===== src/rtl/bit_serializer_pkg.sv =====
// bit_serializer_pkg
//   Shared types and sizing helpers for the bit_serializer block.
//   ser_state_t : serializer FSM states.
//   SER_CNT_W   : width of bit counters/indices able to hold 0..width.
package bit_serializer_pkg;

    typedef enum logic [1:0] {
        IDLE   = 2'd0,
        SHIFT  = 2'd1,
        PARITY = 2'd2
    } ser_state_t;

    function automatic int unsigned SER_CNT_W(input int unsigned width);
        return $clog2(width + 1);
    endfunction

endpackage


===== src/rtl/ser_shift_reg.sv =====
// ser_shift_reg
//   WIDTH-bit load/shift register with a down-counter that flags the last
//   data bit of the word currently being emitted.
//   Ports:
//     CLK, RESET  clock, asynchronous active-high reset
//     load        capture load_data (takes priority over shift)
//     load_data   word to capture
//     shift       advance to the next bit
//     bit_out     bit that will be current after this edge (lookahead), so
//                 the parent can register it straight into its output flop
//     last        the bit currently on the output is the word's final data bit
module ser_shift_reg
    import bit_serializer_pkg::*;
#(
    parameter int unsigned WIDTH = 8
) (
    input  logic             CLK,
    input  logic             RESET,
    input  logic             load,
    input  logic [WIDTH-1:0] load_data,
    input  logic             shift,
    output logic             bit_out,
    output logic             last
);

    localparam int unsigned CW = SER_CNT_W(WIDTH);

    logic [WIDTH-1:0] sh_q, sh_d;
    logic [CW-1:0]    cnt_q, cnt_d;

    always_comb begin
        sh_d  = sh_q;
        cnt_d = cnt_q;
        if (load) begin
            sh_d  = load_data;
            cnt_d = CW'(WIDTH - 1);
        end else if (shift) begin
            sh_d  = sh_q >> 1;
            cnt_d = cnt_q - CW'(1);
        end
    end

    always_ff @(posedge CLK or posedge RESET) begin
        if (RESET) begin
            sh_q  <= '0;
            cnt_q <= '0;
        end else begin
            sh_q  <= sh_d;
            cnt_q <= cnt_d;
        end
    end

    // sh_q[0] is the bit on the wire now; after a shift sh_q[1] takes its place.
    assign bit_out = load ? load_data[0] : sh_q[1];
    assign last    = (cnt_q == '0);

endmodule


===== src/rtl/bit_serializer.sv =====
// bit_serializer
//   Parallel-to-serial front end: accepts WIDTH-bit words on a valid/ready
//   handshake and emits them LSB first, one bit per clock, on x. A one-word
//   holding buffer allows back-to-back words with no gap bits.
//   Optional feature: define BIT_SERIALIZER_PARITY_EN to append one odd-parity
//   bit (~^word) after each word's data bits.
//   Ports:
//     CLK, RESET  clock, asynchronous active-high reset
//     in_data     word to serialise, sampled on an accepting edge
//     in_valid    in_data is valid
//     in_ready    a word can be accepted (holding buffer empty)
//     x           serial bit (registered)
//     x_valid     x carries a data/parity bit rather than idle fill
//     busy        shifter or holding buffer occupied
//     bit_idx     index of the bit on x (WIDTH for parity, 0 when idle)
module bit_serializer
    import bit_serializer_pkg::*;
#(
    parameter int unsigned WIDTH    = 8,
    parameter logic        IDLE_BIT = 1'b0
) (
    input  logic                        CLK,
    input  logic                        RESET,
    input  logic [WIDTH-1:0]            in_data,
    input  logic                        in_valid,
    output logic                        in_ready,
    output logic                        x,
    output logic                        x_valid,
    output logic                        busy,
    output logic [SER_CNT_W(WIDTH)-1:0] bit_idx
);

    localparam int unsigned CW = SER_CNT_W(WIDTH);

    ser_state_t       state_q, state_d;
    logic [WIDTH-1:0] hold_q, hold_d;
    logic             hold_full_q, hold_full_d;
    logic             x_q, x_d;
    logic             x_valid_q, x_valid_d;
    logic [CW-1:0]    idx_q, idx_d;
`ifdef BIT_SERIALIZER_PARITY_EN
    logic             par_q, par_d;
`endif

    logic             accept;
    logic             shifter_free;
    logic             sr_load;
    logic             sr_shift;
    logic [WIDTH-1:0] sr_load_data;
    logic             sr_bit;
    logic             sr_last;

    assign in_ready = !hold_full_q;
    assign accept   = in_valid && !hold_full_q;

    ser_shift_reg #(
        .WIDTH(WIDTH)
    ) u_shift (
        .CLK       (CLK),
        .RESET     (RESET),
        .load      (sr_load),
        .load_data (sr_load_data),
        .shift     (sr_shift),
        .bit_out   (sr_bit),
        .last      (sr_last)
    );

    always_comb begin
        state_d      = state_q;
        hold_d       = hold_q;
        hold_full_d  = hold_full_q;
        x_d          = IDLE_BIT;
        x_valid_d    = 1'b0;
        idx_d        = '0;
        sr_load      = 1'b0;
        sr_shift     = 1'b0;
        shifter_free = 1'b0;
        // Oldest word first: the held word wins over one arriving this edge.
        sr_load_data = hold_full_q ? hold_q : in_data;
`ifdef BIT_SERIALIZER_PARITY_EN
        par_d        = par_q;
`endif

        unique case (state_q)
            IDLE: shifter_free = 1'b1;
            SHIFT: begin
                if (sr_last) begin
`ifdef BIT_SERIALIZER_PARITY_EN
                    state_d = PARITY;
`else
                    shifter_free = 1'b1;
`endif
                end else begin
                    sr_shift = 1'b1;
                end
            end
            PARITY: shifter_free = 1'b1;
            default: state_d = IDLE;
        endcase

        if (shifter_free) begin
            if (hold_full_q || accept) begin
                sr_load = 1'b1;
                state_d = SHIFT;
`ifdef BIT_SERIALIZER_PARITY_EN
                par_d   = ~^sr_load_data;
`endif
                // Held word moves to the shifter; a word accepted on the same
                // edge refills the buffer. With the buffer empty, it bypasses.
                hold_full_d = hold_full_q && accept;
                if (hold_full_q && accept) begin
                    hold_d = in_data;
                end
            end else begin
                state_d = IDLE;
            end
        end else if (accept) begin
            hold_d      = in_data;
            hold_full_d = 1'b1;
        end

        // Output flops are loaded with what the next state will present.
        unique case (state_d)
            SHIFT: begin
                x_d       = sr_bit;
                x_valid_d = 1'b1;
                idx_d     = sr_load ? '0 : idx_q + CW'(1);
            end
`ifdef BIT_SERIALIZER_PARITY_EN
            PARITY: begin
                x_d       = par_q;
                x_valid_d = 1'b1;
                idx_d     = CW'(WIDTH);
            end
`endif
            default: ;
        endcase
    end

    always_ff @(posedge CLK or posedge RESET) begin
        if (RESET) begin
            state_q     <= IDLE;
            hold_q      <= '0;
            hold_full_q <= 1'b0;
            x_q         <= IDLE_BIT;
            x_valid_q   <= 1'b0;
            idx_q       <= '0;
        end else begin
            state_q     <= state_d;
            hold_q      <= hold_d;
            hold_full_q <= hold_full_d;
            x_q         <= x_d;
            x_valid_q   <= x_valid_d;
            idx_q       <= idx_d;
        end
    end

`ifdef BIT_SERIALIZER_PARITY_EN
    always_ff @(posedge CLK or posedge RESET) begin
        if (RESET) begin
            par_q <= 1'b0;
        end else begin
            par_q <= par_d;
        end
    end
`endif

    assign x       = x_q;
    assign x_valid = x_valid_q;
    assign bit_idx = idx_q;
    assign busy    = (state_q != IDLE) || hold_full_q;

endmodule


===== config.mk =====
export PLATFORM = sky130hd
export DESIGN_NAME = bit_serializer
export DESIGN_NICKNAME = d
export VERILOG_FILES = /design/src/rtl/bit_serializer_pkg.sv /design/src/rtl/ser_shift_reg.sv /design/src/rtl/bit_serializer.sv
export SDC_FILE = /design/constraint.sdc
export NUM_CORES = 1
export LEC_CHECK = 0
export ABC_AREA = 0
export CAP_MARGIN = 20
export CORE_ASPECT_RATIO = 2
export CORE_UTILIZATION = 38
export CTS_CLUSTER_DIAMETER = 150
export DETAILED_ROUTE_END_ITERATION = 8
export PLACE_DENSITY = 0.56
export SLEW_MARGIN = 10
export SYNTH_ARGS = -nofsm -noshare
export SYNTH_HDL_FRONTEND = slang
export SYNTH_SLANG_ARGS = --single-unit

===== constraint.sdc =====
create_clock -name CLK -period 2.4 [get_ports CLK]
set_input_delay 0.24 -clock CLK [delete_from_list [all_inputs] [get_ports CLK]]
set_output_delay 0.24 -clock CLK [all_outputs]
set_load 0.02 [all_outputs]

### Word level (Yosys, flattened, before mapping)

Cells that the tools add are included.

| operators by class | value |
|---|---|
| add/subtract/negate cells | 2 |
| $mul | 0 |
| div/mod/pow operators | 0 |
| $lt $le $gt $ge | 0 |
| eq/ne operators | 5 |
| shift-type cells | 0 |
| multiplexer cells | 26 |
| bitwise gates (word level) | 0 |
| reductions and logical operators | 14 |

Operators by type and width:

| kind | number |
|---|---|
| 8-bit 2-to-1 mux | 7 |
| 4-bit 2-to-1 mux | 4 |
| 1-bit 2-to-1 mux | 12 |
| 2-bit nonzero test | 3 |
| 4-bit by 1-bit adder with 4-bit output (second input constant) | 1 |
| 2-bit by 1-bit == test with 1-bit output (second input constant) | 2 |
| 4-bit zero test | 1 |
| 2-bit 2-to-1 mux | 2 |
| 2-bit by 1-bit inequality test with 1-bit output (second input constant) | 2 |
| 4-bit by 1-bit subtractor with 4-bit output (second input constant) | 1 |
| 3-bit AND reduction | 1 |
| 3-bit OR reduction | 1 |
| 2-bit == test (second input constant) | 1 |
| 1-bit logical AND | 2 |
| 2-bit zero test | 1 |
| 1-bit logical OR | 2 |
| 1-bit one-hot mux with 2 select lines | 1 |
| 2-bit AND reduction | 1 |
| 2-bit OR reduction | 1 |
| 1-bit zero test | 1 |

| storage, ports and cells | value |
|---|---|
| register bits after elaboration | 29 |
| bits in latches | 0 |
| memory bits (writable) | 0 |
| ROM bits | 0 |
| input port bits | 11 |
| output and inout port bits | 8 |
| word-level logic and storage cells | 55 |
| memories kept | 0 |

### Logic depth before layout (Yosys ltp)

Gate-level depths: netlist of run 1.

| depth | value |
|---|---|
| depth in word-level cells | 7 |
| mapped depth | 7 |

### Cells and area by module

A second synthesis of run 1 with hierarchy kept.

| unflattened totals | value |
|---|---|
| cells, all modules | 111 |
| area, all modules | 1326.3 um2 |

Modules (own cells, without submodules):

| module | instances | cells each | area each (um2) | seq. area each (um2) |
|---|---|---|---|---|
| bit_serializer | 1 | 58 | 775.7 | 425.4 |
| ser_shift_reg | 1 | 53 | 550.5 | 275.3 |

### Worst setup path after synthesis of run 1

OpenSTA, ideal clock, no wires.

| timing | value |
|---|---|
| path kind | register to register |
| start | register u_shift.cnt_q[0] |
| end | register hold_q[0] |
| data arrival time | 1.715 ns |
| data required time | 2.275 ns |
| setup slack | 0.560 ns |
| stages on the path, launching flop included | 7 |
| path buffers | 1 |
| clock period less this slack | 1.840 ns |
| path through | dfrtp_1 inv_1 ha_1 or4b_1 buf_6 nand4_2 mux2_2 |

| on the way | value |
|---|---|
| cells in the longest elaborated chain, start to end | 5 |
| elaborated cells on any way between the ends | 8 |
| classes of those cells | eq/ne (2); mux (3); reduce/logical (3) |

RTL lines:

| what | line | source |
|---|---|---|
| start, declared | ser_shift_reg.sv:29 | `logic [CW-1:0] cnt_q, cnt_d;` |
| start signal, assigned | ser_shift_reg.sv:49 | `cnt_q <= cnt_d;` |
| 4-bit zero test (*) | ser_shift_reg.sv:55 | `assign last = (cnt_q == '0);` |
| 1-bit 2-to-1 mux (*) | bit_serializer.sv:87 | `if (sr_last) begin` |
| 1-bit one-hot mux with 2 select lines (*) | bit_serializer.sv:84 | `unique case (state_q)` |
| 2-bit by 1-bit inequality test with 1-bit output (no source line) or 2-bit nonzero test (tied branches) | -- |  |
| 3-bit AND reduction (no source line) | -- |  |
| end signal, assigned | bit_serializer.sv:150 | `hold_q <= hold_d;` |
| end, declared | bit_serializer.sv:36 | `logic [WIDTH-1:0] hold_q, hold_d;` |

Mark *: on every way between the ends. The rest lies on a longest branch, timed or not.
A chain may end at the register's enable or synchronous reset.

### Final worst setup path of run 1

Same ends and word-level chain as after synthesis.

==> results of run 1 <==
==> state kept, by name, summed over array words and instances (netlist names) <==
name and count:
state_q 2, u_shift.sh_q 7, hold_q 8, x 1
bit_idx 4, hold_full_q 1, x_valid 1, u_shift.cnt_q 4
==> how the worst max path moves through the flow <==
stage / cells past startpoint / to
floorplan: 6 / hold_q[0]
global placement: 5 / hold_q[7]
detailed placement: 5 / hold_q[7]
CTS: 5 / hold_q[7]
global route: 5 / hold_q[2]
finish: 5 / hold_q[0]
==> per-layer routing <==
| metal | GRT usage [%] | routed length [um] | part of all wire, % |
|---|---|---|---|
| met1 | 18.5 | 1130 | 41 |
| met2 | 30.2 | 1510 | 55 |
| met3 | 2.08 | 59 | 2.2 |
| met4 | 7.99 | 40 | 1.5 |
| met5 | 0 | 0 | 0 |
==> synthesized netlist by cell type <==
master      n
mux2i_1     3
mux2_2     14
nand2_1     6
nor3b_1     1
a22oi_1     2
ha_1        2
xor2_1      1
buf_6       2
nand4_2     1
nor2_1      6
conb_1      1
dfrtp_1    28
a21oi_1     2
a21o_4      1
nor2b_1     1
nand3_1     8
xnor2_1     1
and3_1      1
and3_2      1
inv_1       4
o22a_1      1
nand2b_1    2
o21ai_0     8
nor3_1      2
or4b_1      1
o2bb2ai_1   1
clkbuf_1    4
a31oi_1     6
a31o_2      1
or3b_2      1
a211oi_1    6
or3_1       1
==> cell type report <==
cell class / count / area, um2 / area share (%)
tap: 32 / 40.0 / 2.44
timing repair buffer: 23 / 218 / 13.3
clock buffer: 3 / 41.3 / 2.52
sequential: 28 / 701 / 42.7
inverter: 4 / 15.0 / 0.915
multi-input combinational: 82 / 596 / 36.3
clock inverter: 1 / 30.0 / 1.83
==> cells by family after synthesis <==
| family | share of synthesized area [%] |
|---|---|
| muxes | 13.9 |
| and+or+nand+nor | 12.8 |
| xor gates and xnor gates | 1.30 |
| buffers and inverters | 3.90 |
| adders and majority gates | 1.85 |
| AOI/OAI and AO/OA | 14.0 |
| other | 0.278 |
| DFF | 51.9 |
==> where the power goes <==
group	total (uW)	leakage (uW)	internal, uW	switching, uW
Combinational	725	0.000328	371	354
Clock	373	0.0000357	223	149
Sequential	782	0.000333	660	122
==> per-stage QoR <==
step	setup slack (ns)	area (um2)	util (%)	cells	hold WS (ns)
3_3_place_gp	0.403	1570	46.4	169	0.481
4_1_cts	0.334	1640	48.6	173	0.327
6_report	0.350	1640	48.6	173	0.313
3_5_place_dp	0.343	1570	46.4	169	0.491
5_1_grt	0.223	1640	48.6	173	0.370
2_1_floorplan	0.560	1350	-	120	0.305
==> worst max-delay path: cells and delay by family (launching register included) <==
| kind | cells | cell delay, ns |
|---|---|---|
| fa+ha+maj | 1 | 0.19 |
| simple gates | 2 | 0.92 |
| mux | 1 | 0.36 |
| buf+inv | 1 | 0.08 |
| flops | 1 | 0.40 |
==> results.md, run 1 <==
* Mapped Area at around 0.0013 mm2
* Commonest non-fill, non-tap cells in the layout: 28 x dfrtp_1, 18 x clkdlybuf4s50_1, 14 x mux2_2
* Vias in the first global route at roughly 1000
* Residual DRC at 1
* Avg Cell Area, Syn at between 10 and 15 um2
* WS Path Type: reg -> reg
* Overall Global Routing Usage at between 10% and 20%
* Gr ovfl total at 0
* Post-Synthesis Cells at between 100 and 150
* Synth area leader: dfrtp_1
* Seq/Total Area, Yosys at roughly half
* Final Cycle Share at between 80% and 90%
* CP Launch Type: flop
* Die height at between 80 and 90 um
* Placed wire-length estimate at approximately 2000 um
* Worst Hold Class: in -> async
* Reg2reg end: hold_q[0]
* Core Rows at 30
* Clock Path Buffers at 2
* Worst VDD drop at between 0.0004 and 0.0005 V
* Cell Chain, Critical Path: inv_1 -> ha_1 -> or4b_1 -> nand4_2 -> mux2_2
* Clock latency on the worst-skew pair at about 0.28 ns
* Layout area overhead at 21.6%
* Clk root buf: clkbuf_8
* Largest net degree at the start of global routing at 29
* Status: finished, violations left
* Synthesized flop and latch total at 28
* Inserted Clock Buffers at 3
* Fin. max-slew vios at 0
* TritonRoute pass-1 iters at 8
* Fraction of layout cells with a size suffix above 1 at 19.9%
* Crit path DAT at 2.22 ns
* CP max FO at 9
* Final total power at ~1900 uW
* Post-route ant nets at 0
* Syn nets at between 100 and 150
* RSZ-0062 raised after global routing: no
* YS warnings at 0
* R2r startpoint: u_shift.cnt_q[0]
* Critical path origin: u_shift.cnt_q[0]
* Worst endpoint required time at ~2.6 ns
* Failing checks: DRC
* TritonCTS clock tree: done
* Initial antenna violation count at 0
* Fillers at 328
* Setup slack, reg-to-reg at ~0.35 ns
* Synth area leaders: dfrtp_1 52%, mux2_2 12%, a211oi_1 3.3%
* Die area at between 0.003 and 0.004 mm2
* Critical path's slowest cell: or4b_1
* PostCTS Resize Cnt at 0
* Leakage power at about 0.0007 uW
* Hold Fails Final Rpt at 0
* CP max stage delay at 0.63 ns
* DR iter-0 viols at 23
* Drt total wl at ~2700 um
* Setup TNS at 0 ns
* CP endpoint kind: flop
* DR vias/cell at around 5.8
* DR vias at around 1000
* CTS Sinks at 28
* Netlist cell types at 32
* N_diodes at 0
* Final nets at approximately 160
* Port Buffer Count at 18
* First-pass GRT wire length at slightly below 5000 um
* Setup Fix Bufs, Post-CTS at 0
* Clock Skews at roughly 0.0092 ns
* Die width at 44.1 um
* H-tree depth at 1
* Clock Pin Slew Worst Setup and Hold Paths at about 0.10 ns
* Max Clk Rate at 488 MHz
* Ports at 19
* Placer Congestion at ~0.8
* Final setup viols at 0
* CORE AREA at 0.00338 mm2
* Post-CTS Hold Buffers at 0
* Drt wl/cell at around 16 um
* Final critical-path required period at between 2 and 2.5 ns
* Commonest non-fill, non-tap cell in the layout: dfrtp_1
* Initial cell density of the core at 39.9%
* MaxCap Viol Count at 0
* Power per Cell Area at between 1000 and 1500 mW/mm2
* Post-synth top area share at roughly half
* R2R cell count at 5
No activity file was read; power rests on OpenSTA's default activity.
==> run 2, diff against run 1 <==
--- a/config.mk
+++ b/config.mk
@@ -8,10 +8,10 @@
 export ABC_AREA = 0
 export CAP_MARGIN = 20
 export CORE_ASPECT_RATIO = 2
-export CORE_UTILIZATION = 38
+export CORE_UTILIZATION = 50
 export CTS_CLUSTER_DIAMETER = 150
 export DETAILED_ROUTE_END_ITERATION = 8
-export PLACE_DENSITY = 0.56
+export PLACE_DENSITY = 0.71
 export SLEW_MARGIN = 10
 export SYNTH_ARGS = -nofsm -noshare
 export SYNTH_HDL_FRONTEND = slang
==> results.md, run 2 (synthesis results as in run 1) <==
* CP max FO at 9 (unchanged)
* Fin. max-slew vios at 0 (unchanged)
* Max Clk Rate at 480 MHz (was 488 MHz)
* H-tree depth at 1 (unchanged)
* Clk root buf: clkbuf_8 (unchanged)
* Gr ovfl total at 0 (unchanged)
* Inserted Clock Buffers at 3 (unchanged)
* Post-CTS Hold Buffers at 0 (unchanged)
* Core Rows at 26 (was 30)
* RSZ-0062 raised after global routing: no (unchanged)
* Die height at 75.5 um (was 86.3 um)
* N_diodes at 0 (unchanged)
* Max reg flops at 8 (unchanged)
* PostCTS Resize Cnt at 0 (unchanged)
* Die width at 38.7 um (was 44.1 um)
* Final total power at 1900 uW (was 1880 uW)
* DR vias at 999 (was 996)
* Status: completed (was finished, violations left)
* Power per Cell Area at 1170 mW/mm2 (was 1150 mW/mm2)
* DP Worst Slack at 0.351 ns (was 0.343 ns)
* Commonest non-fill, non-tap cells in the layout: 28 x dfrtp_1, 18 x clkdlybuf4s50_1, 14 x mux2_2 (unchanged)
* Critical path origin: u_shift.cnt_q[0] (unchanged)
* Overall Global Routing Usage at 23.0% (was 16.8%)
* Setup ws final at 0.316 ns (was 0.350 ns)
* Clock latency on the worst-skew pair at 0.27 ns (was 0.28 ns)
* Crit path DAT at 2.25 ns (was 2.22 ns)
* Leakage power at 0.000691 uW (was 0.000696 uW)
* Commonest non-fill, non-tap cell in the layout: dfrtp_1 (unchanged)
* Ports at 19 (unchanged)
* TritonRoute pass-1 iters at 4 (was 8)
* Fraction of layout cells with a size suffix above 1 at 19.3% (was 19.9%)
* Worst VDD drop at 0.000590 V (was 0.000477 V)
* CP endpoint kind: flop (unchanged)
* Biggest regs: hold_q x8, u_shift.sh_q x7 (unchanged)
* Initial cell density of the core at 52.5% (was 39.9%)
* Final Util at 63.3% (was 48.6%)
* CP Launch Type: flop (unchanged)
* DR iter-0 viols at 36 (was 23)
* MaxCap Viol Count at 0 (unchanged)
* Port Buffer Count at 18 (unchanged)
* Biggest register: hold_q (unchanged)
* Final setup viols at 0 (unchanged)
* Post-route ant nets at 0 (unchanged)
* Placed wire-length estimate at 2170 um (was 1990 um)
* Least-Margin Pin Slew at 0.603 ns
* Final Cycle Share at 86.8% (was 85.4%)
* Drt total wl at 2920 um (was 2740 um)
* R2r startpoint: u_shift.cnt_q[0] (unchanged)
* Worst endpoint required time at 2.57 ns (about the same)
* DR vias/cell at 5.95 (was 5.76)
* Clock Path Buffers at 2 (unchanged)
* Drt wl/cell at 17.4 um (was 15.8 um)
* Clock Skews at 0.00122 ns (was 0.00923 ns)
* Setup Fix Bufs, Post-CTS at 0 (unchanged)
* Final nets at 154 (was 155)
* Residual DRC at 0 (was 1)
* TritonCTS clock tree: done (unchanged)
* Rel. slew slack at around three fifths
* First-pass GRT wire length at 4660 um (was 4820 um)
* CTS Sinks at 28 (unchanged)
* Final critical-path required period at 2.08 ns (was 2.05 ns)
* Hold Fails Final Rpt at 0 (unchanged)
* Worst Hold Class: in -> async (unchanged)
* Placer Congestion at 0.787 (was 0.789)
* Clock Pin Slew Worst Setup and Hold Paths at 0.09 ns (was 0.10 ns)
* Layout area overhead at 20.7% (was 21.6%)
* Setup TNS at 0 ns (unchanged)
* Largest net degree at the start of global routing at 29 (unchanged)
* WS Path Type: reg -> reg (unchanged)
* Initial antenna violation count at 0 (unchanged)
* Die area at 0.00292 mm2 (was 0.00381 mm2)
* Vias in the first global route at 1028 (was 1039)
* CORE AREA at 0.00257 mm2 (was 0.00338 mm2)
[run 2: where the power goes]
part	internal [uW]	leakage [uW]	switching [uW]
Combinational	365	0.000323	374
Sequential	660	0.000333	133
Clock	223	0.0000357	145
Total	1250	0.000691	652
[run 2: metal layers]
layer  global-route usage (%)  up-vias  part of all wire (%)  wire length (um)
met2                     43.7       25                    58              1690
met4                     9.20        0                   1.7                50
met1                     24.3      495                    38              1100
met3                     2.04        6                   2.6                76
met5                        0        -                     0                 0
li1                         -      473                     -                 -
[run 2: final timing paths]
kind,endpoint,slack (ns),cells past startpoint
hold reg to reg,x,0.50,1
min in group CLK,x,0.50,1
hold / removal,hold_q[7],0.32,3
max in group asynchronous,u_shift.sh_q[1],1.83,3
setup / recovery,hold_q[3],0.32,5
setup reg to reg,hold_q[3],0.32,5
[run 2: stage by stage]
step	std cells	cell area, um2	hold slack, ns
floorplan	120	1350	0.305
global placement	164	1560	0.465
detailed placement	164	1560	0.485
CTS	168	1630	0.336
global route	168	1630	0.389
finish	168	1630	0.320
[run 2: cell type report]
class	instances	area, um2
Clock buffer	3	41.3
Sequential cell	28	701
Timing Repair Buffer	22	210
Clock inverter	1	30.0
Tap cell	28	35.0
Multi-Input combinational cell	82	596
Inverter	4	15.0
Fill cell	225	942
[run 2: worst max-delay path: stages, from the launching register on]
cell and delay [ns]:
dfrtp_1 0.40, inv_1 0.09, ha_1 0.20, or4b_1 0.63, nand4_2 0.28, mux2_2 0.37
